===== config.mk =====
export PLATFORM = sky130hd
export DESIGN_NAME = ipv4_rx_filter
export DESIGN_NICKNAME = d
export VERILOG_FILES = /design/src/rtl/ip_pkg.sv /design/src/rtl/ip_csum_acc.sv /design/src/rtl/ipv4_rx_filter.sv
export SDC_FILE = /design/constraint.sdc
export NUM_CORES = 1
export LEC_CHECK = 0
export ABC_CLOCK_PERIOD_IN_PS = 4400
export BUFFER_PORTS_ARGS = -buffer_cell sky130_fd_sc_hd__buf_2
export CELL_PAD_IN_SITES_DETAIL_PLACEMENT = 2
export CELL_PAD_IN_SITES_GLOBAL_PLACEMENT = 2
export CORE_ASPECT_RATIO = 1.25
export CORE_UTILIZATION = 31
export CTS_BUF_LIST = sky130_fd_sc_hd__clkbuf_16
export DETAILED_ROUTE_END_ITERATION = 7
export GPL_TIMING_DRIVEN = 0
export PLACE_DENSITY_LB_ADDON = 0.12
export SETUP_SLACK_MARGIN = 0.05
export SLEW_MARGIN = 5
export SYNTH_ARGS = -nofsm -noshare
export SYNTH_HDL_FRONTEND = slang
export SYNTH_SLANG_ARGS = --single-unit

===== constraint.sdc =====
create_clock -name clock -period 4.4 [get_ports clock]
set_clock_uncertainty 0.05 [all_clocks]
set_input_delay 0 -clock clock [delete_from_list [all_inputs] [get_ports clock]]
set_output_delay 0 -clock clock [all_outputs]
set_load 0.005 [all_outputs]

===== src/rtl/ip_pkg.sv =====
// Shared IPv4 receive definitions: FSM state encoding, header field byte
// offsets, protocol/IHL constants, the captured-header record and a helper
// that turns IHL into the header length in bytes.
package ip_pkg;
  typedef enum logic [1:0] {
    ST_IDLE    = 2'd0,
    ST_HEADER  = 2'd1,
    ST_PAYLOAD = 2'd2,
    ST_DROP    = 2'd3
  } ip_state_e;

  localparam logic [5:0] OFF_VER_IHL = 6'd0;
  localparam logic [5:0] OFF_TLEN    = 6'd2;
  localparam logic [5:0] OFF_FRAG    = 6'd6;
  localparam logic [5:0] OFF_PROTO   = 6'd9;
  localparam logic [5:0] OFF_SRC     = 6'd12;
  localparam logic [5:0] OFF_DST     = 6'd16;

  localparam logic [7:0] PROTO_UDP = 8'd17;
  localparam logic [3:0] MIN_IHL   = 4'd5;
  localparam logic [3:0] IP_VER4   = 4'd4;

  // frag keeps MF + 13-bit offset only; reserved/DF bits are don't-care.
  typedef struct packed {
    logic [3:0]  ver;
    logic [3:0]  ihl;
    logic [15:0] tlen;
    logic [13:0] frag;
    logic [7:0]  proto;
    logic [31:0] src;
    logic [31:0] dst;
  } ip_hdr_t;

  // Illegal IHL (<5) still needs a decision point; use the minimum header.
  function automatic logic [5:0] hdr_bytes(input logic [3:0] ihl);
    return (ihl < MIN_IHL) ? 6'd20 : {ihl, 2'b00};
  endfunction
endpackage


===== src/rtl/ip_csum_acc.sv =====
// Byte-serial 16-bit ones'-complement accumulator for the IPv4 header
// checksum.
//   clock, sclr_n : clock / async active-low reset
//   i_clr         : restart the sum (may coincide with i_en: sum = 0 + byte)
//   i_en          : accumulate i_byte this cycle
//   i_hi          : i_byte is the high (even-offset) byte of its word
//   o_sum         : running sum, end-around carry already folded
module ip_csum_acc (
  input  logic        clock,
  input  logic        sclr_n,
  input  logic        i_clr,
  input  logic        i_en,
  input  logic        i_hi,
  input  logic [7:0]  i_byte,
  output logic [15:0] o_sum
);
  logic [15:0] r_sum;
  logic [15:0] w_base;
  logic [15:0] w_word;
  logic [16:0] w_add;

  assign w_base = i_clr ? 16'h0000 : r_sum;
  assign w_word = i_hi ? {i_byte, 8'h00} : {8'h00, i_byte};
  assign w_add  = {1'b0, w_base} + {1'b0, w_word};

  // One fold suffices: two 16-bit operands never carry twice.
  always_ff @(posedge clock or negedge sclr_n) begin
    if (!sclr_n)    r_sum <= 16'h0000;
    else if (i_en)  r_sum <= w_add[15:0] + {15'd0, w_add[16]};
    else if (i_clr) r_sum <= 16'h0000;
  end

  assign o_sum = r_sum;
endmodule


===== src/rtl/ipv4_rx_filter.sv =====
// IPv4 receive filter: parses the header of a byte-serial packet, accepts
// unfragmented UDP to LOCAL_IP with a good checksum, and flags the payload
// bytes on a one-cycle delayed copy of the stream.
//   clock, sclr_n : clock / async active-low reset
//   datain, ip_en : packet bytes, ip_en high for the whole packet
//   dataout       : datain delayed one cycle
//   data_en       : dataout is IP payload of an accepted packet
//   src_ip        : source address of the last accepted packet
//   udp_len       : total length minus header length of that packet
//   hdr_err       : one-cycle pulse on rejection or truncated header
module ipv4_rx_filter
  import ip_pkg::*;
#(
  parameter logic [31:0] LOCAL_IP   = 32'hC0A8_0001,
  parameter bit          CHECK_CSUM = 1'b1
) (
  input  logic        clock,
  input  logic        sclr_n,
  input  logic [7:0]  datain,
  input  logic        ip_en,
  output logic [7:0]  dataout,
  output logic        data_en,
  output logic [31:0] src_ip,
  output logic [15:0] udp_len,
  output logic        hdr_err
);
  ip_state_e   r_state, w_state_nxt;
  ip_hdr_t     r_hdr;
  logic [5:0]  r_k, w_k, w_hlen;
  logic [15:0] r_pcnt, r_udp_len, w_plen, w_sum;
  logic [31:0] r_src_ip;
  logic [7:0]  r_dout;
  logic        r_armed, r_de, r_err;
  logic        w_start, w_hdr_byte, w_decide, w_accept, w_de_nxt, w_err_nxt;

  // r_armed stays low after reset until ip_en is seen low, so a packet cut
  // by reset is ignored to its end.
  assign w_start    = (r_state == ST_IDLE) && ip_en && r_armed;
  assign w_k        = (r_state == ST_IDLE) ? 6'd0 : r_k;
  assign w_hlen     = hdr_bytes(r_hdr.ihl);
  assign w_hdr_byte = w_start || ((r_state == ST_HEADER) && ip_en && (r_k < w_hlen));
  assign w_decide   = (r_state == ST_HEADER) && ip_en && (r_k == w_hlen);
  assign w_plen     = r_hdr.tlen - {10'd0, w_hlen};

  assign w_accept = (r_hdr.ver == IP_VER4) && (r_hdr.ihl >= MIN_IHL)
                 && (r_hdr.tlen >= {10'd0, w_hlen}) && (r_hdr.frag == 14'd0)
                 && (r_hdr.proto == PROTO_UDP) && (r_hdr.dst == LOCAL_IP)
                 && (!CHECK_CSUM || (w_sum == 16'hFFFF));

  ip_csum_acc u_csum (
    .clock  (clock),
    .sclr_n (sclr_n),
    .i_clr  (r_state == ST_IDLE),
    .i_en   (w_hdr_byte),
    .i_hi   (~w_k[0]),
    .i_byte (datain),
    .o_sum  (w_sum)
  );

  always_comb begin
    w_state_nxt = r_state;
    w_de_nxt    = 1'b0;
    w_err_nxt   = 1'b0;
    if (!ip_en) begin
      w_state_nxt = ST_IDLE;
      w_err_nxt   = (r_state == ST_HEADER);
    end else begin
      case (r_state)
        ST_IDLE:   if (r_armed) w_state_nxt = ST_HEADER;
        ST_HEADER: if (w_decide) begin
          if (w_accept && (w_plen != 16'd0)) begin
            w_state_nxt = ST_PAYLOAD;
            w_de_nxt    = 1'b1;
          end else begin
            w_state_nxt = ST_DROP;
            w_err_nxt   = !w_accept;
          end
        end
        ST_PAYLOAD: if (r_pcnt == r_udp_len) w_state_nxt = ST_DROP;
                    else                     w_de_nxt    = 1'b1;
        default: ;
      endcase
    end
  end

  always_ff @(posedge clock or negedge sclr_n) begin
    if (!sclr_n) begin
      r_state   <= ST_IDLE;
      r_armed   <= 1'b0;
      r_k       <= 6'd0;
      r_pcnt    <= 16'd0;
      r_hdr     <= '0;
      r_dout    <= 8'h00;
      r_de      <= 1'b0;
      r_err     <= 1'b0;
      r_src_ip  <= 32'd0;
      r_udp_len <= 16'd0;
    end else begin
      r_state <= w_state_nxt;
      r_dout  <= datain;
      r_de    <= w_de_nxt;
      r_err   <= w_err_nxt;
      if (!ip_en) r_armed <= 1'b1;

      if (w_state_nxt == ST_IDLE) r_k <= 6'd0;
      else if (w_start)           r_k <= 6'd1;
      else if (w_hdr_byte)        r_k <= r_k + 6'd1;

      // Payload byte 0 is the decision byte itself.
      if (w_state_nxt == ST_IDLE)                 r_pcnt <= 16'd0;
      else if (w_decide)                          r_pcnt <= 16'd1;
      else if ((r_state == ST_PAYLOAD) && w_de_nxt) r_pcnt <= r_pcnt + 16'd1;

      if (w_hdr_byte) begin
        if (w_k == OFF_VER_IHL)       {r_hdr.ver, r_hdr.ihl} <= datain;
        if (w_k == OFF_TLEN)          r_hdr.tlen[15:8]       <= datain;
        if (w_k == OFF_TLEN + 6'd1)   r_hdr.tlen[7:0]        <= datain;
        if (w_k == OFF_FRAG)          r_hdr.frag[13:8]       <= datain[5:0];
        if (w_k == OFF_FRAG + 6'd1)   r_hdr.frag[7:0]        <= datain;
        if (w_k == OFF_PROTO)         r_hdr.proto            <= datain;
        if ((w_k >= OFF_SRC) && (w_k < OFF_SRC + 6'd4))
          r_hdr.src <= {r_hdr.src[23:0], datain};
        if ((w_k >= OFF_DST) && (w_k < OFF_DST + 6'd4))
          r_hdr.dst <= {r_hdr.dst[23:0], datain};
      end

      if (w_decide && w_accept) begin
        r_src_ip  <= r_hdr.src;
        r_udp_len <= w_plen;
      end
    end
  end

  assign dataout = r_dout;
  assign data_en = r_de;
  assign hdr_err = r_err;
  assign src_ip  = r_src_ip;
  assign udp_len = r_udp_len;
endmodule


==> results.cfg <==
[route]
vias_per_cell = 5.107
drt_pass1_iterations = 8
remaining_drc_errors = 15
ant_nets = 0
wl_per_cell_um = 20.14
totalWireLength_um = 29310
vias = 7430
drtIter0Drc = 232

[min_path]
min_path_type = in -> async

[timing]
slew_headroom_pct = 42.47
hold_viol = 0
setup_viol = 0
post-route-period-util_pct = 93.12
timing.fmax_mhz = 244.1
fin_tns_setup_ns = 0
drv_slew = 0
worst_pin_slew_ns = 0.8550
period_minus_slack_ns = 4.097
rsz0062_at_grt = yes
final.setup.worst_slack_ns = 0.3029

[grt]
grtUsageTotal_pct = 17.60
antenna_found_initial = 0
grt_remaining_overflow = 0
grt_start_max_net_pins = 85
grt_pass1_vias = 8191
grt_pass1_wl_um = 47220

[setup_path]
cpMostUsedCell = ha_2
slowest_stage = dfrtp_2
max_stage_delay_ns = 0.42
critical_path_class = reg -> reg
setup.worst_path.end_class = flop
cp.required_ns = 4.75
cp.arrival_ns = 4.44
crit_fanout = 10
start_kind = flop
crit_chain = inv_2 -> ha_4 -> clkbuf_8 -> nor2_4 -> and2_4 -> ha_2 -> fa_2 -> a211o_1 -> a21oi_4 -> o211ai_1 -> nand3_1 -> nand2_1 -> a21oi_1 -> o31ai_2 -> ha_2 -> and4_4 -> nand2_2 -> nor4_4 -> xnor2_1 -> o21ai_1
crit_buf_inv = 2
cp_top_family = simple AND/OR/NAND/NOR gates

[finish]
final_nets = 1065
final_cell_mix = 208 x dfrtp_1, 148 x mux2_2, 67 x buf_2
layout_commonest_cell = dfrtp_1
area_growth_pct = 20.24
fill_cells = 3446
layout-drive-gt1-share_pct = 29.60
utilization_pct = 38.04
num_antenna_cells = 0

[clock_tree]
clockRootBuffer = clkbuf_16
path_clk_slew_ns = 0.06
cts_sinks = 209
clk-insertion-delay-late_ns = 0.53
htreeDepth = 1
clock_path_buffers = 3
cts_tree = yes
cts_made_buffers = 24

[power]
leakage_nw = 6.186
ir_drop_v = 0.0002345
power_mw = 4.935
p_per_area_nw_per_um2 = 394.7

[place]
dp_hpwl_um = 20850
pre_cts_ws_ns = -1.198
io_buffers = 67
gp_congestion = 0.7525

[synth]
ys_types = 61
synthTopCellsByArea = dfrtp_1 50%, mux2_2 16%, ha_1 4.0%, xor2_1 3.5%, nor2_1 2.2%
synth_xor_area_share_pct = 5.306
synth-edff-count = 0
synth_fa_ha_area_share_pct = 4.355
synth_seq_cells = 209
yosysWarnings = 0
synth_top_cell_by_area = dfrtp_1
syn_avg_cell_area_um2 = 11.54
synthCells = 901
synth-async-reset-ratio_pct = 100.0
synth_nets = 947
synth.yosys.seq_area_share_pct = 50.29
synth_mux_area_share_pct = 16.89
synth-simple-area-share_pct = 13.69
synth_top_family_by_area = multiplexers
synth_top_area_share_pct = 50.29
ys.flop_type = dfrtp_1
synth-compound-area-share_pct = 7.363
syn_area_um2 = 10400

[floorplan]
die_x_um = 165.8
row_count = 74
coreArea_um2 = 32870
die_y_um = 206.8
dieArea_um2 = 34290
initial_core_util_pct = 31.64
ios = 69

[run]
cap_violations = 0

[run_status]
status = complete, but fails checks
violations = DRC
[power breakdown]
group,leakage (nW),switching (mW),internal (mW)
clock,0.400,0.826,1.17
combinational,2.92,0.526,0.342
sequential,2.86,0.0685,2.00
[metrics by stage]
step	hold WS, ns	instances	area (um^2)
2_1_floorplan	-0.3456	901	10400
3_3_place_gp	0.07177	1386	11260
3_5_place_dp	-0.08346	1388	11320
4_1_cts	0.009336	1445	12380
5_1_grt	0.01773	1455	12500
6_report	0.01728	1455	12500
[worst paths after layout]
path,startpoint,to,slack [ns],cells after the start
setup reg to reg,r_state[0],u_csum.o_sum[15],0.30,20
hold / removal,sclr_n,r_hdr[58],0.02,3
max in group asynchronous,sclr_n,u_csum.o_sum[3],3.88,3
setup / recovery,r_state[0],u_csum.o_sum[15],0.30,20
min in group clock,datain[1],dataout[1],0.09,2
hold reg to reg,src_ip[14],src_ip[14],0.45,1
[repair_timing]
action                     in CTS  in global routing
setup buffers                   4                 10
cloned                          0                  0
hold endpoints to repair      237                  0
setup endpoints to repair      16                 12
resized for setup              32                 10
pin swaps                      11                 12
hold buffers                   11                  0
[metal layers]
layer | up-vias | GRT usage (%) | wire length, um
li1 | 3458 | - | -
met1 | 3850 | 20.76 | 12500
met2 | 86 | 33.94 | 15630
met3 | 36 | 1.830 | 633
met4 | 0 | 4.673 | 543
met5 | - | 0 | 0
[area by class of cell]
cell class / count / area [um^2] / area share (%)
Clock inverter: 20 / 190.2 / 1.521
Sequential cell: 209 / 5231 / 41.84
Tap cell: 418 / 523.0 / 4.183
Timing Repair Buffer: 94 / 633.1 / 5.063
Inverter: 23 / 86.33 / 0.6904
Multi-Input combinational cell: 636 / 5094 / 40.73
Clock buffer: 24 / 600.6 / 4.803
Buffer: 31 / 146.4 / 1.171
[synthesized netlist by cell type (all sizes together) (5+ instances only)]
cell type	number
nand2b	6
buf	11
nor4	24
mux2	148
xor2	42
nand4	18
a21oi	27
o211ai	11
ha	33
nor2	62
nor3	12
inv	23
xnor2	21
mux2i	9
clkbuf	22
nand3	18
a21o	5
nor4b	8
a211oi	6
o21ai	33
and3	11
nand2	43
dfrtp	209
o21a	6
nor2b	20
and2	21
[worst register-to-register path: stages (launching register included)]
cell and delay, ns:
dfrtp_2 0.42, inv_2 0.08, ha_4 0.19, clkbuf_8 0.17, nor2_4 0.20, and2_4 0.17
ha_2 0.19, fa_2 0.23, a211o_1 0.20, a21oi_4 0.09, o211ai_1 0.28, nand3_1 0.15
nand2_1 0.09, a21oi_1 0.08, o31ai_2 0.27, ha_2 0.26, and4_4 0.23, nand2_2 0.09
nor4_4 0.28, xnor2_1 0.18, o21ai_1 0.08
[state kept, by name, summed over array words and instances, names as in the netlist]
| register | cells |
|---|---|
| r_hdr | 110 |
| src_ip | 32 |
| r_pcnt | 16 |
| u_csum.o_sum | 16 |
| udp_len | 16 |
| dataout | 8 |
| r_k | 6 |
| r_state | 2 |
| data_en | 1 |
| hdr_err | 1 |
| r_armed | 1 |
[logic make-up (layout without fill, tap and decap cells)]
| family | Yosys count | after routing |
|---|---|---|
| mux | 157 | 157 |
| fa+ha+maj | 35 | 35 |
| compound gates | 116 | 116 |
| buf+inv | 56 | 192 |
| simple gates | 265 | 265 |
| xor+xnor | 63 | 63 |
| flops | 209 | 209 |
Note: power is estimated with default switching activity, not from simulation.
